[src/rtl/tone_pkg.sv]
// tone_pkg: shared constants and types for the tone generator.
//   PERIOD_W         default width of half-period counts (clk cycles)
//   MIN_HALF_PERIOD  default minimum playable half-period; smaller loads mean silence
//   tone_state_t     IDLE / PLAY / DRAIN state encoding
package tone_pkg;
   localparam int PERIOD_W = 20;
   localparam logic [PERIOD_W-1:0] MIN_HALF_PERIOD = 20'd16;

   typedef enum logic [1:0] {
      ST_IDLE  = 2'd0,
      ST_PLAY  = 2'd1,
      ST_DRAIN = 2'd2
   } tone_state_t;
endpackage

[src/rtl/half_period_counter.sv]
// half_period_counter: down-counter with clear, reload and terminal-count flag.
//   clk, reset   rising-edge clock, async active-high reset
//   clr          force count to 0 (highest priority)
//   reload       load reload_val on this edge
//   reload_val   value loaded on reload
//   count        current count
//   tc           terminal count, high while count == 0
module half_period_counter #(
   parameter int W = 20
) (
   input  logic         clk,
   input  logic         reset,
   input  logic         clr,
   input  logic         reload,
   input  logic [W-1:0] reload_val,
   output logic [W-1:0] count,
   output logic         tc
);
   localparam logic [W-1:0] ONE = {{(W-1){1'b0}}, 1'b1};

   logic [W-1:0] count_q, count_d;

   // Decrement is gated at zero so the counter can never wrap.
   always_comb begin
      count_d = count_q;
      if (clr)                 count_d = '0;
      else if (reload)         count_d = reload_val;
      else if (count_q != '0)  count_d = count_q - ONE;
   end

   always_ff @(posedge clk or posedge reset) begin
      if (reset) count_q <= '0;
      else       count_q <= count_d;
   end

   assign count = count_q;
   assign tc    = (count_q == '0);
endmodule

[src/rtl/tone_generator.sv]
// tone_generator: square-wave note player with glitch-free period changes.
//   clk, reset     rising-edge clock, async active-high reset
//   half_period    note half-period in clk cycles, sampled on load
//   load           one-cycle strobe, start/update note
//   stop           one-cycle strobe, key released
//   tone_out       registered square wave
//   playing        high whenever not IDLE
//   active_period  half-period currently being counted (0 in IDLE)
import tone_pkg::*;

module tone_generator #(
   parameter int                    PERIOD_W        = tone_pkg::PERIOD_W,
   parameter logic [PERIOD_W-1:0]   MIN_HALF_PERIOD = tone_pkg::MIN_HALF_PERIOD
) (
   input  logic                clk,
   input  logic                reset,
   input  logic [PERIOD_W-1:0] half_period,
   input  logic                load,
   input  logic                stop,
   output logic                tone_out,
   output logic                playing,
   output logic [PERIOD_W-1:0] active_period
);
   localparam logic [PERIOD_W-1:0] ONE = {{(PERIOD_W-1){1'b0}}, 1'b1};

   tone_state_t         state_q, state_d;
   logic                tone_q, tone_d;
   logic [PERIOD_W-1:0] active_q, active_d;
   logic [PERIOD_W-1:0] pend_q, pend_d;
   logic                pend_vld_q, pend_vld_d;

   logic                cnt_clr, cnt_reload, cnt_tc;
   logic [PERIOD_W-1:0] cnt_val, cnt;
   logic                load_ok, stop_eff;
   logic [PERIOD_W-1:0] next_per;

   // A too-short load means silence, so it behaves like stop; stop beats a same-cycle load.
   assign load_ok  = load & (half_period >= MIN_HALF_PERIOD) & ~stop;
   assign stop_eff = stop | (load & (half_period < MIN_HALF_PERIOD));
   // Period for the next level: a same-cycle load wins over an older pending value.
   assign next_per = load_ok ? half_period : (pend_vld_q ? pend_q : active_q);

   always_comb begin
      state_d    = state_q;
      tone_d     = tone_q;
      active_d   = active_q;
      pend_d     = pend_q;
      pend_vld_d = pend_vld_q;
      cnt_clr    = 1'b0;
      cnt_reload = 1'b0;
      cnt_val    = next_per - ONE;

      case (state_q)
         ST_IDLE: begin
            if (load_ok) begin
               state_d    = ST_PLAY;
               tone_d     = 1'b1;
               active_d   = half_period;
               cnt_reload = 1'b1;
            end
         end
         ST_PLAY: begin
            if (stop_eff && (!tone_q || cnt_tc)) begin
               // Low phase, or the last cycle of the high phase: no drain needed.
               state_d    = ST_IDLE;
               tone_d     = 1'b0;
               active_d   = '0;
               pend_vld_d = 1'b0;
               cnt_clr    = 1'b1;
            end else if (stop_eff) begin
               state_d = ST_DRAIN;
            end else if (cnt_tc) begin
               tone_d     = ~tone_q;
               active_d   = next_per;
               pend_vld_d = 1'b0;
               cnt_reload = 1'b1;
            end else if (load_ok) begin
               pend_d     = half_period;
               pend_vld_d = 1'b1;
            end
         end
         ST_DRAIN: begin
            if (load_ok) begin
               state_d = ST_PLAY;
               if (cnt_tc) begin
                  tone_d     = ~tone_q;
                  active_d   = next_per;
                  pend_vld_d = 1'b0;
                  cnt_reload = 1'b1;
               end else begin
                  pend_d     = half_period;
                  pend_vld_d = 1'b1;
               end
            end else if (cnt_tc) begin
               state_d    = ST_IDLE;
               tone_d     = 1'b0;
               active_d   = '0;
               pend_vld_d = 1'b0;
               cnt_clr    = 1'b1;
            end
         end
         default: begin
            state_d    = ST_IDLE;
            tone_d     = 1'b0;
            active_d   = '0;
            pend_vld_d = 1'b0;
            cnt_clr    = 1'b1;
         end
      endcase
   end

   always_ff @(posedge clk or posedge reset) begin
      if (reset) begin
         state_q    <= ST_IDLE;
         tone_q     <= 1'b0;
         active_q   <= '0;
         pend_q     <= '0;
         pend_vld_q <= 1'b0;
      end else begin
         state_q    <= state_d;
         tone_q     <= tone_d;
         active_q   <= active_d;
         pend_q     <= pend_d;
         pend_vld_q <= pend_vld_d;
      end
   end

   half_period_counter #(.W(PERIOD_W)) u_cnt (
      .clk        (clk),
      .reset      (reset),
      .clr        (cnt_clr),
      .reload     (cnt_reload),
      .reload_val (cnt_val),
      .count      (cnt),
      .tc         (cnt_tc)
   );

   assign tone_out      = tone_q;
   assign playing       = (state_q != ST_IDLE);
   assign active_period = active_q;
endmodule

[config.mk]
export PLATFORM = sky130hd
export DESIGN_NAME = tone_generator
export DESIGN_NICKNAME = d
export VERILOG_FILES = /design/src/rtl/tone_pkg.sv /design/src/rtl/half_period_counter.sv /design/src/rtl/tone_generator.sv
export SDC_FILE = /design/constraint.sdc
export NUM_CORES = 1
export LEC_CHECK = 0
export BUFFER_PORTS_ARGS = -buffer_cell sky130_fd_sc_hd__buf_2
export CAP_MARGIN = 20
export CORE_MARGIN = 2
export CORE_UTILIZATION = 54
export DETAILED_ROUTE_END_ITERATION = 8
export GPL_TIMING_DRIVEN = 1
export PLACE_DENSITY = 0.74
export SLEW_MARGIN = 15
export SYNTH_ARGS = -nofsm -noshare
export SYNTH_HDL_FRONTEND = slang
export SYNTH_SLANG_ARGS = --single-unit
export TNS_END_PERCENT = 1
[constraint.sdc]
create_clock -name clk -period 3.52 [get_ports clk]
set_input_delay 0.88 -clock clk [delete_from_list [all_inputs] [get_ports clk]]
set_output_delay 0.88 -clock clk [all_outputs]
set_load 0.03 [all_outputs]
# [Word level (Yosys, flattened, before mapping)]
# Cells that the tools add are included.
# Widths: inputs -> output; s select.
[totals] ff_bits=64 wordCells=89 input_bits=24
[classes] muxes=46 addsub=2 n_reduce_logical=13 n_bitwise=7 eq_ne=13 magnitude_cmp=2
[ops] op="$mux 20" count=16
[ops] op="$pmux 20 s3" count=1
[ops] op="$pmux 20 s2" count=1
[ops] op="$sub 20x1->20 const B" count=2
[ops] op="$ge 20x5->1 const B" count=1
[ops] op="$logic_not 20->1" count=1
[ops] op="$lt 20x5->1 const B" count=1
[ops] op="$reduce_bool 20->1" count=1
[ops] op="$mux 1" count=18
[ops] op="$ne 2x2->1 const B" count=7
[ops] op="$pmux 1 s3" count=4
[ops] op="$mux 2" count=5
[ops] op="$ne 3x3->1 const B" count=3
[ops] op="$reduce_and 7->1" count=1
[ops] op="$pmux 2 s3" count=1
[ops] op="$reduce_and 3->1" count=2
[ops] op="$ne 4x4->1 const B" count=1
[ops] op="$reduce_and 4->1" count=1
[ops] op="$reduce_bool 2->1" count=2
[ops] op="$and 1x1->1" count=3
[ops] op="$not 1->1" count=3
[ops] op="$reduce_bool 3->1" count=1
[ops] op="$eq 2x1->1 const B" count=1
[ops] op="$eq 2x2->1 const B" count=1
[ops] op="other kinds (5)" count=5

# [Logic depth before layout (Yosys ltp)]
[logic_depth] ltp_word=8 mapped_depth=17

# [By module]
# Synthesis repeated with hierarchy kept, for this count alone.
[unflattened] cells_unflattened=525 area_unflattened_um2=4585.6
[modules_own_cells] module="tone_generator" cells_per_inst=399 area_per_inst_um2=3467.1 n_inst=1
[modules_own_cells] module="half_period_counter" cells_per_inst=126 area_per_inst_um2=1118.6 n_inst=1

# [Worst setup path after synthesis]
# Ideal clock, no wire load.
[synth_path] path_type="input to register" start="input half_period[13]" end="register u_cnt.count_q[14] (netlist: u_cnt.count[14])" t_arrival_ps=4621 setup_slack_ps=-1167 cell_stages=14 setup_ps=66 n_path_buf=1 required_ps=3454 cell_sequence="or4_4 > nor4_1 > a31oi_1 > a21oi_1 > buf_2 > nor2_1 > a21oi_1 > ha_1 > inv_1 > a311o_1 > a2111o_1 > o41a_1 > or4_1 > nand2_1"
[synth_between] elab_chain_cells=8
[synth_rtl] item="start: declaration" line="tone_generator.sv:17" text="input logic [PERIOD_W-1:0] half_period,"
[synth_rtl] item="branches (longest 8 deep; another with $ge 20x5->1)"
[synth_rtl] item="end signal: assignment" line="half_period_counter.sv:33" text="else count_q <= count_d;"
[synth_rtl] item="end: declaration" line="half_period_counter.sv:21" text="logic [W-1:0] count_q, count_d;"
# Several ways; the timed one is not identified.
# A chain may end at the register's enable or synchronous reset.

# [Worst setup path in the final report]
[layout_path] start="input half_period[12]" end="register u_cnt.count_q[18] (netlist: u_cnt.count[18])"
# The elaborated chain is that of the path after synthesis.

==> metrics.txt <==
Initial Utilization 55.4%; Crit path depth 15; area of the core 0.00813 mm²; CP endpoint kind flop; routed wire length 13.9 mm; Largest delay share family, worst path compound AO/OA/AOI/OAI gates; Tmin final 3.92 ns; top layer in use met4; worst slew pin tran 0.840 ns; xor/xnor share of the synthesized area 2.14%; Max Cap Viol 0; First DRT Iteration DRCs 297; CP bufs+invs 3; leak pwr 2.54 nW; metal2 WL 6.85 mm; Core Rows 33; wire length on met3 883 µm; number of synthesized flops with an enable pin 0; ANT cells 0; Synth area leaders dfrtp_1 (36%), mux2_2 (17%), mux2i_1 (6.2%), o21ai_0 (4.7%), nand2_1 (4.4%); clock sink total 64; final number of hold-violating endpoints 0; Synth Area per Inst 9.29 µm²; r2r setup slk -0.27 ns; adder-cell share of the synthesized area 1.67%; worst r2r src u_cnt.count[13]; overall routing resource usage 32.1%; Worst Path Arrival 4.18 ns; routability cong. 0.959; max_slew headroom 44.0%; Fmax achieved 255 MHz; dpl hpwl 10.0 mm; I/O pin count 46; fill count 636; largest family of logic cells by synthesized area multiplexers; P&R area growth vs syn 26.8%; H-tree levels 3; Compound-Gate Fraction of Synth Area 18.5%; final period utilization 111%; port buffer count 45; clock slew at reported path FFs 0.08 ns; synthesized area 0.00450 mm²; Netlist cell types 54; Vias 4,491; metal1 wirelength 5.62 mm; Synth Net Count 515; final setup vio count 6; Crit-path slowest cell or4_4; Final Worst Setup Slack -0.395 ns; Max stage delay on crit path 0.56 ns; Die ar. 0.00909 mm²; Die X 95.3 µm; Crit Reg-Reg Endpoint u_cnt.count[18]; placed inst area 0.00540 mm²; pre-CTS WS -0.923 ns; clock network latency to the later pin of the worst-skew pair 0.35 ns; vias in the first global route 4,507; cells after synthesis 485; kind of critical path primary input to flop; clock root cell clkbuf_8; # DRC 0; RSZ-0062 raised after global routing true; Worst setup SP type primary input; Slew Viols, Final 0; Post-Synth Simple-Gate Area 16.1%; largest net degree at the start of global routing 65; Final Instance Area 0.00571 mm²; min-delay src pend_q[8]; initial antenna violation count 0; Post-Route Skew 0.00974 ns; Hold Crit Class flop to flop; Via density 6.35; NumNets Final 627; CTS tree done; first-pass GRT wire length 22.3 mm; YS warnings 0; mux cell area share after synthesis 22.7%; sequential share of the synthesized area 35.6%; total negative slack -1.57 ns; Worst Path Max Fanout 6; Seq cells post-synth 64; Pwr Density 962 mW/mm²; clk buf depth 2; r2r worst-path depth 15; WL/cell 19.7 µm; Hold Buf Count CTS 0; Die Height 95.3 µm; top cell type's share of synthesized area 35.6%; fin util 70.2%; Tot Pwr 5.50 mW; Inserted Clock Buffers 9; failing checks negative setup slack; Max VDD drop 0.494 mV; DR pass1 iterations 6; ys async rst share 100%; post-synth top area cell dfrtp_1; antenna viol nets, final 0; Hold Path End pend_q[8]; grt ovf 0; Worst EP required 3.78 ns; share of layout cells above drive strength 1 39.9%; Synth Flop Type dfrtp_1; status finished with violations; hold path cells 1; critical-path cell list buf_6 > or4_4 > or4_4 > o21ai_4 > mux2i_2 > nor2_1 > a21oi_2 > ha_2 > inv_2 > a311o_1 > a2111o_1 > o41a_1 > buf_6 > o31a_1 > nor3_2
## state kept, by name, summed over array words and instances (netlist names)
| register | count |
|---|---|
| pend_vld_q | 1 |
| state_q | 2 |
| tone_out | 1 |
| u_cnt.count | 20 |
| pend_q | 20 |
| active_period | 20 |
## layout make-up
class                   count  area [µm²]  area share (%)
repair buffers            129         911            15.9
multi-input cells         384        2840            49.7
clock inverters             7        71.3            1.25
clock buffers               9         124            2.17
flip-flops and latches     64        1600            28.0
well taps                 105         131            2.30
inverters                   9        33.8           0.591
## cell usage in the layout (no fill, tap or decap), drive strengths merged, types with 3 or more instances in the layout
master      n
a211oi      4
clkbuf      9
xnor2       5
nor3       23
a31oi       4
o31ai       7
or4         6
nor3b       5
a21oi      16
nor2b       3
nor4        7
a211o       3
or3         8
mux2i      28
inv        10
mux2       66
or2         5
nand3       5
o31a        3
nand2      53
nor2       20
dfrtp      64
buf       129
a22oi      22
o211ai      5
and2        4
clkinvlp    3
o21a        3
o21ai      44
ha          6
xor2        6
and3        3
## cells by family after synthesis
kind of cell    count (synthesis)
flops                          64
simple gates                  147
mux                            94
xor+xnor                       11
compound gates                126
fa+ha+maj                       6
buf+inv                        37
## through the flow
step                cells  hold WS [ns]
floorplan             485         0.474
global placement      689         0.482
detailed placement    689         0.493
CTS                   706         0.511
global route          707         0.532
finish                707         0.509
## cell usage after synthesis (all sizes together) (2+ instances only)
master,instances
buf,12
o21ai,44
a31oi,4
o22ai,2
nor4,7
inv,9
nand3,5
o211ai,5
xor2,6
and2,4
o31a,3
or3,8
o31ai,7
o21a,3
or2,5
mux2i,28
nor3b,5
ha,6
or4,6
clkbuf,16
nor2,20
a21oi,16
nand2,53
a21boi,2
and3,3
mux2,66
nand2b,2
a22oi,22
nor3,23
dfrtp,64
a211o,3
nor2b,3
xnor2,5
a211oi,4
## how the worst max path moves through the flow
stage | start | to
floorplan | half_period[13] | u_cnt.count[14]
global placement | half_period[13] | u_cnt.count[14]
finish | half_period[12] | u_cnt.count[18]
CTS | half_period[12] | u_cnt.count[18]
global route | half_period[12] | u_cnt.count[18]
detailed placement | half_period[13] | u_cnt.count[18]
## where the power goes
part	leakage, nW	switching [mW]	internal [mW]
combinational	1.65	1.92	1.55
clock	0.0916	0.326	0.327
sequential	0.800	0.290	1.09
## layer usage
| layer | vias to the layer above | GRT usage, % |
|---|---|---|
| li1 | 2038 | - |
| met1 | 2183 | 37.9 |
| met2 | 209 | 56.3 |
| met3 | 61 | 4.98 |
| met4 | 0 | 16.2 |
| met5 | - | 0 |
## repair_timing
item                       4_1_cts  5_1_grt
setup endpoints to repair       10       11
pin swaps                       13        6
buffers inserted                 1        1
hold endpoints to repair         0        0
cloned                           0        0
gates resized for setup         12       12
No activity file was read; power rests on OpenSTA's default activity.
